`config.mk`:
```
export PLATFORM = sky130hd
export DESIGN_NAME = muldiv_hilo_ctrl_flat
export DESIGN_NICKNAME = d
export VERILOG_FILES = /design/src/rtl/muldiv_hilo_ctrl_if.sv /design/src/rtl/muldiv_hilo_ctrl.sv /design/src/flat_wrapper.sv
export SDC_FILE = /design/constraint.sdc
export NUM_CORES = 1
export LEC_CHECK = 0
export BUFFER_PORTS_ARGS = -buffer_cell sky130_fd_sc_hd__buf_2
export CAP_MARGIN = 10
export CORE_MARGIN = 1
export CORE_UTILIZATION = 30
export DETAILED_ROUTE_END_ITERATION = 7
export SLEW_MARGIN = 15
export SYNTH_ARGS = -nofsm -noshare
export SYNTH_HDL_FRONTEND = slang
export SYNTH_SLANG_ARGS = --single-unit
```
`constraint.sdc`:
```
create_clock -name md_i_clk -period 10.3 [get_ports md_i_clk]
set_clock_uncertainty 0.05 [all_clocks]
set_input_delay 0 -clock md_i_clk [delete_from_list [all_inputs] [get_ports md_i_clk]]
set_output_delay 0 -clock md_i_clk [all_outputs]
set_load 0.01 [all_outputs]
```
`src/rtl/muldiv_hilo_ctrl_if.sv`:
```
// EX-side bundle for the multiply/divide HI/LO unit.
// master: EX pipeline (drives requests); slave: muldiv_hilo_ctrl.
`ifndef DWIDTH
`define DWIDTH 32
`endif

interface muldiv_hilo_ctrl_if #(
  parameter int DWIDTH = `DWIDTH
);
  logic              md_i_start;
  logic [1:0]        md_i_op;
  logic [DWIDTH-1:0] md_i_data_rs;
  logic [DWIDTH-1:0] md_i_data_rt;
  logic              md_i_flush;
  logic              md_i_rd_hi;
  logic              md_i_rd_lo;
  logic              md_i_wr_hi;
  logic              md_i_wr_lo;
  logic [DWIDTH-1:0] md_i_wr_data;
  logic [DWIDTH-1:0] md_o_hi;
  logic [DWIDTH-1:0] md_o_lo;
  logic              md_o_busy;
  logic              md_o_done;
  logic              md_o_stall;

  modport master (
    output md_i_start, md_i_op, md_i_data_rs,
    output md_i_data_rt, md_i_flush,
    output md_i_rd_hi, md_i_rd_lo,
    output md_i_wr_hi, md_i_wr_lo, md_i_wr_data,
    input  md_o_hi, md_o_lo, md_o_busy,
    input  md_o_done, md_o_stall
  );

  modport slave (
    input  md_i_start, md_i_op, md_i_data_rs,
    input  md_i_data_rt, md_i_flush,
    input  md_i_rd_hi, md_i_rd_lo,
    input  md_i_wr_hi, md_i_wr_lo, md_i_wr_data,
    output md_o_hi, md_o_lo, md_o_busy,
    output md_o_done, md_o_stall
  );
endinterface

```
`src/rtl/muldiv_hilo_ctrl.sv`:
```
// Iterative MULT/MULTU/DIV/DIVU sequencer owning HI/LO; clk, sync
// active-low rst, bus (slave modport). Optional: MD_EARLY_OUT_EN.
`ifndef DWIDTH
`define DWIDTH 32
`endif

module muldiv_hilo_ctrl #(
  parameter int DWIDTH    = `DWIDTH,
  parameter int CNT_WIDTH = 6
) (
  input logic             md_i_clk,
  input logic             md_i_rst,
  muldiv_hilo_ctrl_if.slave bus
);
  localparam int W = DWIDTH;

  typedef enum logic [1:0] {
    IDLE,
    CALC,
    SIGN
  } state_t;

  state_t               state;
  logic [CNT_WIDTH-1:0] cnt;
  logic                 is_div;
  logic                 neg_q;
  logic                 neg_r;
  logic                 dz;
  // mul: acc = product, mc = shifted multiplicand, mr = multiplier
  // div: acc = {remainder, dividend/quotient}, mc[W-1:0] = divisor
  logic [2*W-1:0]       acc;
  logic [2*W-1:0]       mc;
  logic [W-1:0]         mr;
  logic [W-1:0]         hi;
  logic [W-1:0]         lo;
  logic                 done;

  logic                 sgn;
  logic [W-1:0]         rs_mag;
  logic [W-1:0]         rt_mag;
  logic [W:0]           shl;
  logic [W:0]           dif;
  logic [2*W-1:0]       div_next;
  logic [2*W-1:0]       mul_next;
  logic                 last;

  always_comb begin
    sgn    = ~bus.md_i_op[0];
    rs_mag = (sgn && bus.md_i_data_rs[W-1]) ?
             -bus.md_i_data_rs : bus.md_i_data_rs;
    rt_mag = (sgn && bus.md_i_data_rt[W-1]) ?
             -bus.md_i_data_rt : bus.md_i_data_rt;
  end

  // Partial remainder is always below the divisor, so dif[W]
  // is a clean borrow flag.
  always_comb begin
    shl = {acc[2*W-1:W], acc[W-1]};
    dif = shl - {1'b0, mc[W-1:0]};
    if (!dif[W])
      div_next = {dif[W-1:0], acc[W-2:0], 1'b1};
    else
      div_next = {shl[W-1:0], acc[W-2:0], 1'b0};
    mul_next = mr[0] ? acc + mc : acc;
  end

  always_comb begin
    last = (cnt == CNT_WIDTH'(W - 1));
`ifdef MD_EARLY_OUT_EN
    // Stop once no multiplier bits remain after this shift.
    if (!is_div && mr[W-1:1] == '0)
      last = 1'b1;
`endif
  end

  always_ff @(posedge md_i_clk) begin
    if (!md_i_rst) begin
      state  <= IDLE;
      cnt    <= '0;
      is_div <= 1'b0;
      neg_q  <= 1'b0;
      neg_r  <= 1'b0;
      dz     <= 1'b0;
      acc    <= '0;
      mc     <= '0;
      mr     <= '0;
      hi     <= '0;
      lo     <= '0;
      done   <= 1'b0;
    end else begin
      done <= 1'b0;
      unique case (state)
        IDLE: begin
          if (bus.md_i_wr_hi)
            hi <= bus.md_i_wr_data;
          if (bus.md_i_wr_lo)
            lo <= bus.md_i_wr_data;
          if (bus.md_i_start && !bus.md_i_flush) begin
            state  <= CALC;
            cnt    <= '0;
            is_div <= bus.md_i_op[1];
            neg_q  <= sgn & (bus.md_i_data_rs[W-1] ^
                             bus.md_i_data_rt[W-1]);
            neg_r  <= sgn & bus.md_i_data_rs[W-1];
            dz     <= bus.md_i_op[1] &&
                      (bus.md_i_data_rt == '0);
            mr     <= rt_mag;
            if (bus.md_i_op[1]) begin
              acc <= {{W{1'b0}}, rs_mag};
              mc  <= {{W{1'b0}}, rt_mag};
            end else begin
              acc <= '0;
              mc  <= {{W{1'b0}}, rs_mag};
            end
          end
        end
        CALC: begin
          if (bus.md_i_flush) begin
            state <= IDLE;
          end else begin
            cnt <= cnt + 1'b1;
            if (is_div) begin
              acc <= div_next;
            end else begin
              acc <= mul_next;
              mc  <= mc << 1;
              mr  <= mr >> 1;
            end
            if (last)
              state <= SIGN;
          end
        end
        SIGN: begin
          state <= IDLE;
          if (!bus.md_i_flush) begin
            done <= 1'b1;
            if (is_div) begin
              hi <= neg_r ? -acc[2*W-1:W] : acc[2*W-1:W];
              if (dz)
                lo <= '1;
              else
                lo <= neg_q ? -acc[W-1:0] : acc[W-1:0];
            end else begin
              {hi, lo} <= neg_q ? -acc : acc;
            end
          end
        end
        default: state <= IDLE;
      endcase
    end
  end

  assign bus.md_o_hi   = hi;
  assign bus.md_o_lo   = lo;
  assign bus.md_o_busy = (state != IDLE);
  assign bus.md_o_done = done;
  assign bus.md_o_stall = bus.md_o_busy &
    (bus.md_i_start | bus.md_i_rd_hi | bus.md_i_rd_lo |
     bus.md_i_wr_hi | bus.md_i_wr_lo);
endmodule

```
`src/flat_wrapper.sv`:
```
// flat-port wrapper written by rule: the top's interface ports become plain ports
module muldiv_hilo_ctrl_flat 
#(
  parameter int DWIDTH    = `DWIDTH,
  parameter int CNT_WIDTH = 6
)
  (md_i_clk, md_i_rst, bus_md_i_start, bus_md_i_op, bus_md_i_data_rs, bus_md_i_data_rt, bus_md_i_flush, bus_md_i_rd_hi, bus_md_i_rd_lo, bus_md_i_wr_hi, bus_md_i_wr_lo, bus_md_i_wr_data, bus_md_o_hi, bus_md_o_lo, bus_md_o_busy, bus_md_o_done, bus_md_o_stall);
  muldiv_hilo_ctrl_if #(.DWIDTH(DWIDTH)) bus_i ();
  input logic md_i_clk;
  input logic md_i_rst;
  input wire logic [$bits(bus_i.md_i_start)-1:0] bus_md_i_start;
  input wire logic [$bits(bus_i.md_i_op)-1:0] bus_md_i_op;
  input wire logic [$bits(bus_i.md_i_data_rs)-1:0] bus_md_i_data_rs;
  input wire logic [$bits(bus_i.md_i_data_rt)-1:0] bus_md_i_data_rt;
  input wire logic [$bits(bus_i.md_i_flush)-1:0] bus_md_i_flush;
  input wire logic [$bits(bus_i.md_i_rd_hi)-1:0] bus_md_i_rd_hi;
  input wire logic [$bits(bus_i.md_i_rd_lo)-1:0] bus_md_i_rd_lo;
  input wire logic [$bits(bus_i.md_i_wr_hi)-1:0] bus_md_i_wr_hi;
  input wire logic [$bits(bus_i.md_i_wr_lo)-1:0] bus_md_i_wr_lo;
  input wire logic [$bits(bus_i.md_i_wr_data)-1:0] bus_md_i_wr_data;
  output wire logic [$bits(bus_i.md_o_hi)-1:0] bus_md_o_hi;
  output wire logic [$bits(bus_i.md_o_lo)-1:0] bus_md_o_lo;
  output wire logic [$bits(bus_i.md_o_busy)-1:0] bus_md_o_busy;
  output wire logic [$bits(bus_i.md_o_done)-1:0] bus_md_o_done;
  output wire logic [$bits(bus_i.md_o_stall)-1:0] bus_md_o_stall;
  assign bus_i.md_i_start = bus_md_i_start;
  assign bus_i.md_i_op = bus_md_i_op;
  assign bus_i.md_i_data_rs = bus_md_i_data_rs;
  assign bus_i.md_i_data_rt = bus_md_i_data_rt;
  assign bus_i.md_i_flush = bus_md_i_flush;
  assign bus_i.md_i_rd_hi = bus_md_i_rd_hi;
  assign bus_i.md_i_rd_lo = bus_md_i_rd_lo;
  assign bus_i.md_i_wr_hi = bus_md_i_wr_hi;
  assign bus_i.md_i_wr_lo = bus_md_i_wr_lo;
  assign bus_i.md_i_wr_data = bus_md_i_wr_data;
  assign bus_md_o_hi = bus_i.md_o_hi;
  assign bus_md_o_lo = bus_i.md_o_lo;
  assign bus_md_o_busy = bus_i.md_o_busy;
  assign bus_md_o_done = bus_i.md_o_done;
  assign bus_md_o_stall = bus_i.md_o_stall;
  muldiv_hilo_ctrl #(.DWIDTH(DWIDTH), .CNT_WIDTH(CNT_WIDTH)) u_core (.md_i_clk(md_i_clk), .md_i_rst(md_i_rst), .bus(bus_i));
endmodule
```
* Yosys cells after proc, flatten, opt, wreduce, memory -nomap -nowiden *
Cells that the tools add are included.

cells by class
  add/subtract/negate cells = 8
  equality and inequality tests = 11
  multiplexer cells = 38
  bitwise gates (word level) = 9
  reduce and logical (&&, ||, !) cells = 18

operator list
  cell                 count
  $mux 64              9
  $mux 32              16
  $pmux 64 s2          2
  $pmux 32 s2          3
  $neg 32->32          4
  $add 64x64->64       1
  $neg 64->64          1
  $sub 33x32->33       1
  $logic_not 32->1     1
  $mux 6               2
  $pmux 6 s2           1
  $ne 2x2->1 const B   5
  $reduce_and 3->1     3
  $reduce_and 4->1     2
  $add 6x1->6 const B  1
  $eq 6x5->1 const B   1
  $mux 2               3
  $reduce_and 2->1     3
  $reduce_bool 2->1    3
  $logic_and 1x1->1    4
  $or 1x1->1           4
  $pmux 2 s2           1
  $and 1x1->1          3
  $ne 3x1->1 const B   1
  9 further kinds      9

word-level totals
  register bits after elaboration = 237
  input port bits = 106
  output and inout port bits = 67
  logic and storage cells = 96

* Longest topological paths before layout *
  word-level depth = 6
  mapped depth = 15
  gate-level depth less buffers = 14

* Least setup slack after synthesis *
No wires, ideal clock.

  kind = reg-to-reg
  start point = register u_core.acc[31]
  end point = register u_core.acc[47]
  library setup time = 0.120 ns
  arrival time = 3.158 ns
  required time = 10.130 ns
  slack = 6.972 ns
  cell stages (with the launch flop) = 16
  buffers on the path = 1
  period minus slack after synthesis = 3.328 ns
  cells stage by stage = dfxtp_1 -> inv_1 -> ha_1 -> fa_1 -> nor2b_4 -> o31ai_2 -> a21boi_1 -> a221o_1 -> a211oi_2 -> a21boi_2 -> mux2_4 -> nor2_8 -> buf_12 -> mux2i_1 -> nor2_1 -> a211o_1

between the ends
  cells in the longest elaborated chain, start to end = 5
  elaborated cells between the ends (all ways) = 7
  classes of those cells = add/sub: 2; mux: 5

ends and longest elaborated chain
  element                                           line                                            RTL
  start: declaration                                muldiv_hilo_ctrl.sv:31                          logic [2*W-1:0] acc;
  start signal: assignment                          muldiv_hilo_ctrl.sv:109                         acc <= {{W{1'b0}}, rs_mag};
  start signal: assignment                          muldiv_hilo_ctrl.sv:123                         acc <= div_next;
  start signal: assignment                          muldiv_hilo_ctrl.sv:125                         acc <= mul_next;
  $add 64x64->64 or $sub 33x32->33 (tied branches)  muldiv_hilo_ctrl.sv:64, muldiv_hilo_ctrl.sv:59
  $mux 64 (on tied branches)                        muldiv_hilo_ctrl.sv:64, muldiv_hilo_ctrl.sv:60
  $mux 64 *                                         muldiv_hilo_ctrl.sv:122                         if (is_div) begin
  $mux 64 *                                         muldiv_hilo_ctrl.sv:118                         if (bus.md_i_flush) begin
  $pmux 64 s2 *                                     muldiv_hilo_ctrl.sv:92                          unique case (state)

Every way passes the cells marked *; elsewhere a longest branch is shown, timed or not. The select of a mux whose other input is x is not followed.
A chain may end at the register's enable or synchronous reset.

* Worst setup path after layout *
Ends and elaborated chain as after synthesis.

==> flow_summary.toml <==
[synth]
syn_nets = 2744
synth_area_sq_um = 19110
synth-edff-count = 0
synth-async-reset-ratio = 0
yosys_warnings = 0
syn_avg_cell_area_sq_um = 7.537
synth_seq_cells = 237
synth_cell_types = 89
ys.flop_type = "dfxtp_1"
synth-seq-area-share = 0.2482
synthCells = 2536

[sta]
max-slew-margin-rel = 0.2166
setup_tns_ns = 0
period_share = 0.4175
rsz0062_at_grt = "no"
final_hold_viol_count = 0
slew_violations = 0
worstMarginPinSlew_ns = 1.175
whs_ns = 0.007284
fmax_ghz = 0.2326
setup_viol = 0
period_minus_slack_ns = 4.300

[setup_path]
crit_arrival_ns = 4.72
endpoint = "u_core.acc[47]$_SDFFE_PN0P_"
ff2ff_path_depth = 14
cp_max_fo = 44
critPathMaxStageDelay_ns = 0.64
slowest_stage = "nor2_8"
critPathLaunch = "u_core.acc[31]$_SDFFE_PN0P_"
cp_data_required_time_ns = 10.72
crit_chain = "inv_1 -> ha_1 -> fa_1 -> nor2b_4 -> o31ai_2 -> a21boi_1 -> a221o_1 -> a211oi_2 -> a21boi_2 -> mux2_4 -> nor2_8 -> mux2i_1 -> nor2_1 -> a211o_1"
worstReg2RegEnd = "u_core.acc[47]$_SDFFE_PN0P_"
r2r_start = "u_core.acc[31]$_SDFFE_PN0P_"
path_class = "flip-flop to flip-flop"
r2r_slack_ns = 6.00
start_kind = "flip-flop"
endpoint_kind = "flip-flop"

[min_path]
min_path_type = "primary input to flip-flop"
hold_path.startpoint = "bus_md_i_data_rs[20]"

[layout]
nNetsFinal = 2892
multi_input_area_sq_um = 13450
area_growth_pct = 17.88
seq_area_sq_um = 4746
antenna_cells = 0
drive_above_1_share = 0.1083
mostFrequentLayoutCell = "a21oi_1"
most-common-layout-cells = "a21oi_1 (287), dfxtp_1 (236), nand2_1 (229), nor2_1 (203), buf_2 (171)"
fillers = 6640

[cts]
cts_setup_buffers = 0
cts_tree = "built"
ctsRootBufferMaster = "clkbuf_16"
numCtsBuffers = 28
cts.path.max_buffers = 3
insertion_delay_ns = 0.60
h-tree-depth = 1
ctsResizeCount = 0
cts.reportedPaths.clkPinSlew_ns = 0.06
cts_sinks = 237

[global_routing]
grt_pass1_vias = 18490
grt_pass1_wl_mm = 110.1
grt_overflow = 0
antenna_found_initial = 0
grt_max_degree = 91
grt_use_total = 0.2177

[route]
drc = 2
vias = 19980
drtAntennaViolNets = 0
dr.pass1.iters = 8
wl_per_cell_um = 20.53
drt_iter0_drc = 2054
wl_mm = 72.92
post_drt_via_cell_ratio = 5.625

[run_status]
failed_checks = "design-rule violations"
outcome = "finished with violations"

[place]
numPortBuffers = 172
place_congestion = 0.9830
post-dp-hpwl_mm = 54.17

[die]
ios = 173
start_util = 0.3036
coreArea_sq_um = 62970
rows = 92
die_w_um = 254.4
dieHeight_um = 254.4
dieArea_sq_um = 64730

[pwr]
leakagePower_nw = 9.306
power.density_nw_per_um2 = 122.3
peakVddDrop_v = 0.0001029

[flow_run]
maxCapViolCount = 0
[power by group]
group          internal (W)  switching, W
combinational      0.000251      0.000388
clock              0.000650      0.000443
sequential         0.000963     0.0000620
[per-stage QoR]
stage | instances | util | area, sq um | power, W | setup WS [ns]
detailed placement | 3407 | 0.3272 | 20600 | 0.001641 | 6.074
CTS | 3552 | 0.3578 | 22530 | 0.002757 | 6.047
global placement | 3407 | 0.3272 | 20600 | 0.001642 | 6.143
finish | 3552 | 0.3578 | 22530 | 0.002756 | 6.000
floorplan | 2536 | - | 19110 | 0.001427 | 6.972
global route | 3552 | 0.3578 | 22530 | 0.002865 | 5.772
[routing by layer]
layer | part of all wire | GRT usage
met5 | 0 | 0
met4 | 0.038 | 0.08623
met3 | 0.072 | 0.02817
met2 | 0.45 | 0.3568
met1 | 0.44 | 0.2878
[cells in the mapped netlist (10+ instances only)]
library cell,number,share of area
a21oi_1,288,0.075
dfxtp_1,237,0.25
nand2_1,230,0.045
nor2_1,208,0.041
clkbuf_1,152,0.030
o21ai_0,151,0.040
xnor2_1,134,0.061
nor2b_1,113,0.037
ha_1,100,0.065
inv_1,76,0.015
xor2_1,75,0.034
a211oi_1,57,0.022
a21o_1,48,0.019
a22oi_1,47,0.018
o211ai_1,42,0.016
nor3_1,41,0.011
a21boi_0,37,0.015
nand3_1,36,0.0094
nand4_1,36,0.012
mux2i_1,32,0.017
o221ai_1,28,0.013
o211a_1,27,0.014
a221oi_1,26,0.012
o31ai_1,24,0.0094
nand2b_1,20,0.0065
or3_1,18,0.0059
o21bai_1,17,0.0067
o21a_1,16,0.0063
or4_1,16,0.0063
a222oi_1,15,0.0079
buf_1,15,0.0029
nor4_1,14,0.0046
a31oi_1,12,0.0039
and2_1,11,0.0036
a211o_1,10,0.0046
[how the worst min path moves through the flow]
stage | depth (start not counted) | end
floorplan | 2 | bus_md_o_stall
global placement | 3 | u_core.bus.md_o_hi[31]$_SDFFE_PN0P_
detailed placement | 3 | u_core.bus.md_o_hi[31]$_SDFFE_PN0P_
CTS | 5 | u_core.acc[20]$_SDFFE_PN0P_
global route | 5 | u_core.acc[20]$_SDFFE_PN0P_
finish | 5 | u_core.acc[20]$_SDFFE_PN0P_
[worst max-delay path: cells and delay by family, from the launching register on]
kind	cells	cell delay, ns
adder cells (fa/ha/maj)	2	0.65
AO/OA/AOI/OAI	6	1.45
buffers and inverters	1	0.07
flip-flops	1	0.45
AND/OR/NAND/NOR	3	0.85
multiplexers	2	0.62
[sequential cells by signal, summed over array words and instances (netlist names)]
| name | flops |
|---|---|
| u_core.acc | 64 |
| u_core.mc | 64 |
| u_core.bus.md_o_hi | 32 |
| u_core.bus.md_o_lo | 32 |
| u_core.mr | 32 |
| u_core.cnt | 6 |
| u_core.state | 2 |
| u_core.bus.md_o_done | 1 |
| u_core.dz | 1 |
| u_core.is_div | 1 |
| u_core.neg_q | 1 |
| u_core.neg_r | 1 |
[final cells by class]
cell class | instances | area share
Inverter | 77 | 0.01283
Sequential cell | 237 | 0.2106
Timing Repair Buffer | 291 | 0.08829
Clock inverter | 12 | 0.007996
Multi-Input combinational cell | 2049 | 0.5971
Tap cell | 846 | 0.04698
Clock buffer | 40 | 0.03621
[logic make-up after synthesis]
kind of cell,Yosys count,synth area share
multiplexers,34,0.01813
flip-flops,237,0.2482
AO/OA/AOI/OAI,915,0.3166
buffers and inverters,250,0.05106
AND/OR/NAND/NOR,789,0.2027
XOR/XNOR,209,0.09577
adder cells (fa/ha/maj),102,0.06755
[what timing repair did]
item,in CTS,in global routing
endpoints found under the hold margin,168,0
setup endpoints to repair,0,0
hold buffers,93,0
Note: power is estimated with default switching activity, not from simulation.
